[src/rtl/slave_in_port_burst.sv]
// Serial slave input port with burst expansion: deserialises an LSB-first header
// and write data, then emits one rx_done beat per burst word. Optional: BURST_BOUNDARY_EN.
module slave_in_port_burst #(
  parameter int ADDR_W  = 12,
  parameter int DATA_W  = 8,
  parameter int BURST_W = 13,
  parameter int BOUND_W = 4
) (
  input  logic              clk,
  input  logic              reset,
  input  logic              master_valid,
  input  logic              read_en,
  input  logic              write_en,
  input  logic              rx_address,
  input  logic              rx_data,
  input  logic              rx_burst,
  output logic              slave_ready,
  output logic              rx_done,
  output logic [ADDR_W-1:0] address,
  output logic [DATA_W-1:0] data,
  output logic              is_write
);

  localparam int HDR_LEN = (ADDR_W > BURST_W) ? ADDR_W : BURST_W;
  localparam int CNT_W   = $clog2(HDR_LEN + 1);

  localparam logic [CNT_W-1:0]   HDR_LAST  = CNT_W'(HDR_LEN - 1);
  localparam logic [CNT_W-1:0]   DATA_LAST = CNT_W'(DATA_W - 1);
  localparam logic [CNT_W-1:0]   ADDR_CNT  = CNT_W'(ADDR_W);
  localparam logic [CNT_W-1:0]   BURST_CNT = CNT_W'(BURST_W);
  localparam logic [CNT_W-1:0]   DATA_CNT  = CNT_W'(DATA_W);
  localparam logic [BURST_W-1:0] ONE_BEAT  = BURST_W'(1);

  if (DATA_W > HDR_LEN) begin : g_bad_data_w
    $error("DATA_W must not exceed the header length");
  end
  if (BOUND_W >= ADDR_W) begin : g_bad_bound_w
    $error("BOUND_W must be smaller than ADDR_W");
  end

  typedef enum logic [1:0] {IDLE, HDR, WBEAT, RBEAT} state_t;

  state_t               state;
  logic [CNT_W-1:0]     cnt;
  logic [ADDR_W-1:0]    addr_sr;
  logic [BURST_W-1:0]   burst_sr;
  logic [DATA_W-1:0]    data_sr;
  logic [BURST_W-1:0]   beats_left;
  logic                 wr_q;

  // Handshake: valid/ready with exactly one of read_en/write_en; one-cycle accept in IDLE.
  logic hs;
  assign slave_ready = (state == IDLE);
  assign hs          = master_valid & slave_ready & (read_en ^ write_en);

  logic [ADDR_W-1:0]  addr_shift;
  logic [BURST_W-1:0] burst_shift;
  logic [DATA_W-1:0]  data_shift;
  assign addr_shift  = {rx_address, addr_sr[ADDR_W-1:1]};
  assign burst_shift = {rx_burst, burst_sr[BURST_W-1:1]};
  assign data_shift  = {rx_data, data_sr[DATA_W-1:1]};

  // On the last header edge the final bit is still on the line, so fold it in here.
  logic [ADDR_W-1:0]  addr_fin;
  logic [BURST_W-1:0] burst_fin;
  logic [DATA_W-1:0]  data_fin;
  assign addr_fin  = (cnt < ADDR_CNT)  ? addr_shift  : addr_sr;
  assign burst_fin = (cnt < BURST_CNT) ? burst_shift : burst_sr;
  assign data_fin  = (cnt < DATA_CNT)  ? data_shift  : data_sr;

  logic [ADDR_W-1:0] addr_inc;
`ifdef BURST_BOUNDARY_EN
  assign addr_inc = {address[ADDR_W-1:BOUND_W], address[BOUND_W-1:0] + BOUND_W'(1)};
`else
  assign addr_inc = address + ADDR_W'(1);
`endif

  always_ff @(posedge clk or posedge reset) begin
    if (reset) begin
      state      <= IDLE;
      cnt        <= '0;
      addr_sr    <= '0;
      burst_sr   <= '0;
      data_sr    <= '0;
      beats_left <= '0;
      wr_q       <= 1'b0;
      rx_done    <= 1'b0;
      address    <= '0;
      data       <= '0;
      is_write   <= 1'b0;
    end else begin
      rx_done <= 1'b0;
      case (state)
        IDLE: begin
          if (hs) begin
            addr_sr  <= addr_shift;
            burst_sr <= burst_shift;
            if (write_en) data_sr <= data_shift;
            wr_q  <= write_en;
            cnt   <= CNT_W'(1);
            state <= HDR;
          end
        end

        HDR: begin
          if (cnt < ADDR_CNT)          addr_sr  <= addr_shift;
          if (cnt < BURST_CNT)         burst_sr <= burst_shift;
          if (wr_q && cnt < DATA_CNT)  data_sr  <= data_shift;
          cnt <= cnt + CNT_W'(1);
          if (cnt == HDR_LAST) begin
            rx_done  <= 1'b1;
            address  <= addr_fin;
            is_write <= wr_q;
            if (wr_q) data <= data_fin;
            cnt <= '0;
            // A zero burst field is a single beat.
            if (burst_fin <= ONE_BEAT) begin
              state <= IDLE;
            end else begin
              beats_left <= burst_fin - ONE_BEAT;
              state      <= wr_q ? WBEAT : RBEAT;
            end
          end
        end

        WBEAT: begin
          data_sr <= data_shift;
          if (cnt == DATA_LAST) begin
            rx_done    <= 1'b1;
            data       <= data_shift;
            address    <= addr_inc;
            is_write   <= 1'b1;
            cnt        <= '0;
            beats_left <= beats_left - ONE_BEAT;
            if (beats_left == ONE_BEAT) state <= IDLE;
          end else begin
            cnt <= cnt + CNT_W'(1);
          end
        end

        RBEAT: begin
          rx_done    <= 1'b1;
          address    <= addr_inc;
          is_write   <= 1'b0;
          beats_left <= beats_left - ONE_BEAT;
          if (beats_left == ONE_BEAT) state <= IDLE;
        end

        default: state <= IDLE;
      endcase
    end
  end

endmodule

[config.mk]
export PLATFORM = sky130hd
export DESIGN_NAME = slave_in_port_burst
export DESIGN_NICKNAME = d
export VERILOG_FILES = /design/src/rtl/slave_in_port_burst.sv
export SDC_FILE = /design/constraint.sdc
export NUM_CORES = 1
export LEC_CHECK = 0
export CAP_MARGIN = 0
export CORE_UTILIZATION = 60
export CTS_CLUSTER_SIZE = 24
export DETAILED_ROUTE_END_ITERATION = 12
export GPL_ROUTABILITY_DRIVEN = 0
export PLACE_DENSITY = 0.85
export SYNTH_ARGS = -nofsm -noshare
export SYNTH_HDL_FRONTEND = slang
export SYNTH_SLANG_ARGS = --single-unit
[constraint.sdc]
create_clock -name clk -period 3.6 [get_ports clk]
set_input_delay 0.54 -clock clk [delete_from_list [all_inputs] [get_ports clk]]
set_output_delay 0.54 -clock clk [all_outputs]
set_load 0.02 [all_outputs]
==> results by group <==
Global route
  • Largest net degree at the start of global routing: 49
  • Global route hottest layer: met2
  • Met2 Usage GRT: 0.446
  • GR Overflow Total: 0
  • Tot GR Track Use: 0.278
  • First-pass GRT wire length: 18.6 mm
  • Met3 usage: 0.0444
  • M1 GR Usage: 0.373
  • Initial antenna violation count: 0
  • Vias in the first global route: 3930

Finish
  • Commonest non-fill, non-tap cell in the layout: dfrtp_1
  • Most frequent cells in the layout: 75 x dfrtp_1, 53 x nand2_1, 35 x mux2_2, 35 x a21oi_1, 31 x nor2_1
  • Fraction of layout cells with a size suffix above 1: 0.139
  • Synthesis-to-finish area growth: 10.4%
  • Antenna fix cells: 0
  • Final nets: 535

Setup path
  • Crit-path max FO: 9
  • CP peak stage delay: 460 ps
  • Register-to-Register Path Depth: 11
  • Critical Path End Type: flip-flop
  • CP max stage cell: and3b_1
  • CP arrival: 3460 ps
  • CP cell instances: inv_1 -> ha_1 -> and3b_1 -> nor2_1 -> a21oi_1 -> ha_1 -> nor4b_4 -> nor4b_2 -> o21ai_0 -> a221oi_1 -> o31ai_1
  • Worst Setup Start Kind: flip-flop
  • CP Class: flip-flop to flip-flop
  • Cell mode on critical path: ha_1
  • WP data required: 3840 ps

Run status
  • Status: finished clean

Place
  • Post-place setup slack: 481 ps
  • Hpwl dp: 7.54 mm
  • Port Buffers: 30

Synthesis
  • Gate count of the mapped netlist: 506
  • Syn Std Cell Area: 4760 um2
  • Multiplexer area fraction after synthesis: 0.118
  • Synth Area in Compound Gates: 0.215
  • Synthesized Nets: 526
  • Post-Syn Area per Cell: 9.41 um2
  • Sequential area share after synthesis: 0.394
  • Post-Synth Adder-Cell Area: 0.0315
  • #FFs+latches synth: 75
  • Synth Flop Type: dfrtp_1
  • Post-synthesis xor/xnor area fraction: 0.00552
  • Ys async rst share: 1.00
  • Unique masters post-synth: 74
  • Post-Synth Simple-Gate Area: 0.187
  • Synth warn: 0
  • Post-synth EDFFs: 0
  • Largest family of logic cells by synthesized area: compound AO/OA/AOI/OAI gates

Clock network
  • Post-CTS sizing: 0
  • Clock Latency Late Sink: 370 ps
  • Clock Path Buffers: 2
  • TritonCTS Sinks: 75
  • H-tree levels: 3
  • Post-CTS setup buffer count: 0
  • Post-CTS Hold Fix Bufs: 0
  • Worst-path clk slew: 90 ps
  • Clk root buf: clkbuf_8
  • CTS tree: built
  • CTS buffer count: 9

Timing
  • Final hold violations: 0
  • Crit path time final: 3220 ps
  • Layout Skew: 18.3 ps
  • Final setup viols: 0
  • Fin worst setup slack: 382 ps
  • Unrepaired setup endpoints after global routing: false
  • Period utilization: 0.894
  • Slew Limit Headroom: 0.211
  • Pin slew with the least headroom to its limit: 1180 ps
  • Final Slew Violations: 0
  • Setup TNS: 0 ps
  • Max Freq: 311 MHz

Floorplan
  • Core box area: 7690 um2
  • Starting density of the core: 0.620
  • DIE AREA: 8300 um2
  • Chip height: 91.1 um
  • Die Wd: 91.1 um
  • I/O pin total: 31
  • Number of core rows: 32

Routing
  • Vias: 4054
  • First-pass DRT Iterations: 5
  • Total routed wirelength: 10.9 mm
  • Via-to-Cell Ratio: 6.53
  • Drc violations: 0
  • Starting DRC count in detailed routing: 368
  • Routed wire per std cell: 17.6 um
  • Final ANT Viol Nets: 0

Worst hold path
  • Depth of the worst hold-timing path: 2
  • Min-Delay Path Class: flip-flop to flip-flop

Power and ir drop
  • Pwr Density: 992 nW/um2
  • Leak: 2.22 nW
  • VDD IR-drop max: 0.503 mV

Flow run
  • Max cap viols: 0
[sequential cells by signal (all words and copies together), names as in the netlist]
signal and count:
beats_left 13, burst_sr 13, addr_sr 12, address 12, data 8, data_sr 8, cnt 4, state 2
is_write 1, rx_done 1, wr_q 1
[final timing paths]
kind                                     startpoint                          to  slack [ps]
worst max register to register   cnt[0]$_DFFE_PP0P_  beats_left[12]$_DFFE_PP0P_         380
max in group asynchronous                     reset        state[1]$_DFFE_PP0P_        2100
min in group asynchronous                     reset            wr_q$_DFFE_PP0P_         710
worst min-delay path            data[2]$_DFFE_PP0P_         data[2]$_DFFE_PP0P_         490
worst min register to register  data[2]$_DFFE_PP0P_         data[2]$_DFFE_PP0P_         490
worst max-delay path             cnt[0]$_DFFE_PP0P_  beats_left[12]$_DFFE_PP0P_         380
[logic make-up after synthesis]
kind of cell / count (synthesis)
AO/OA/AOI/OAI: 148
multiplexers: 52
adder cells (fa/ha/maj): 12
buffers and inverters: 54
XOR/XNOR: 3
AND/OR/NAND/NOR: 162
flip-flops: 75
[layout make-up]
type	count	area, um2
clock buffers	9	124
multi-input cells	377	2660
inverters	16	60.1
fillers	594	2430
clock inverters	6	66.3
flip-flops and latches	75	1880
repair buffers	36	345
well taps	102	128
[Yosys cell counts, drive strengths merged (5+ instances only)]
library cell	instances	area share
and3	9	0.012
nor2	31	0.024
o22a	10	0.018
buf	13	0.015
nor4	6	0.0092
nand4	8	0.011
inv	16	0.013
a31oi	15	0.020
mux2	35	0.083
ha	12	0.032
dfrtp	75	0.39
clkbuf	25	0.020
nand3b	7	0.014
nand3	11	0.012
or3	5	0.0087
a21oi	35	0.037
nand2	53	0.042
mux2i	17	0.036
o21ai	29	0.030
o31ai	10	0.016
[power by group]
part,leakage [nW],switching [mW],internal (mW)
logic,1.24,1.48,1.32
clock network,0.0877,0.335,0.317
registers,0.891,0.513,1.25
total,2.22,2.33,2.89
[through the flow]
step	instance area [um2]	utilization	hold WS, ps	power, mW	cells
floorplan	4760	-	464	3.79	506
global placement	5070	0.659	461	4.38	606
detailed placement	5070	0.659	470	4.53	606
CTS	5260	0.684	490	5.19	621
global route	5260	0.684	518	5.58	621
finish	5260	0.684	488	5.22	621
[critical path: cells and delay by family (launching register included)]
| family | cells | cell delay [ps] |
|---|---|---|
| buffers and inverters | 1 | 80 |
| AND/OR/NAND/NOR | 4 | 1240 |
| AO/OA/AOI/OAI | 4 | 790 |
| adder cells (fa/ha/maj) | 2 | 580 |
| flip-flops | 1 | 400 |
[metal layers]
metal,up-vias,wire length [um]
met3,26,632
met1,1960,4800
met2,172,5260
met5,-,0
met4,0,210
li1,1896,-
Note: power is estimated with default switching activity, not from simulation.
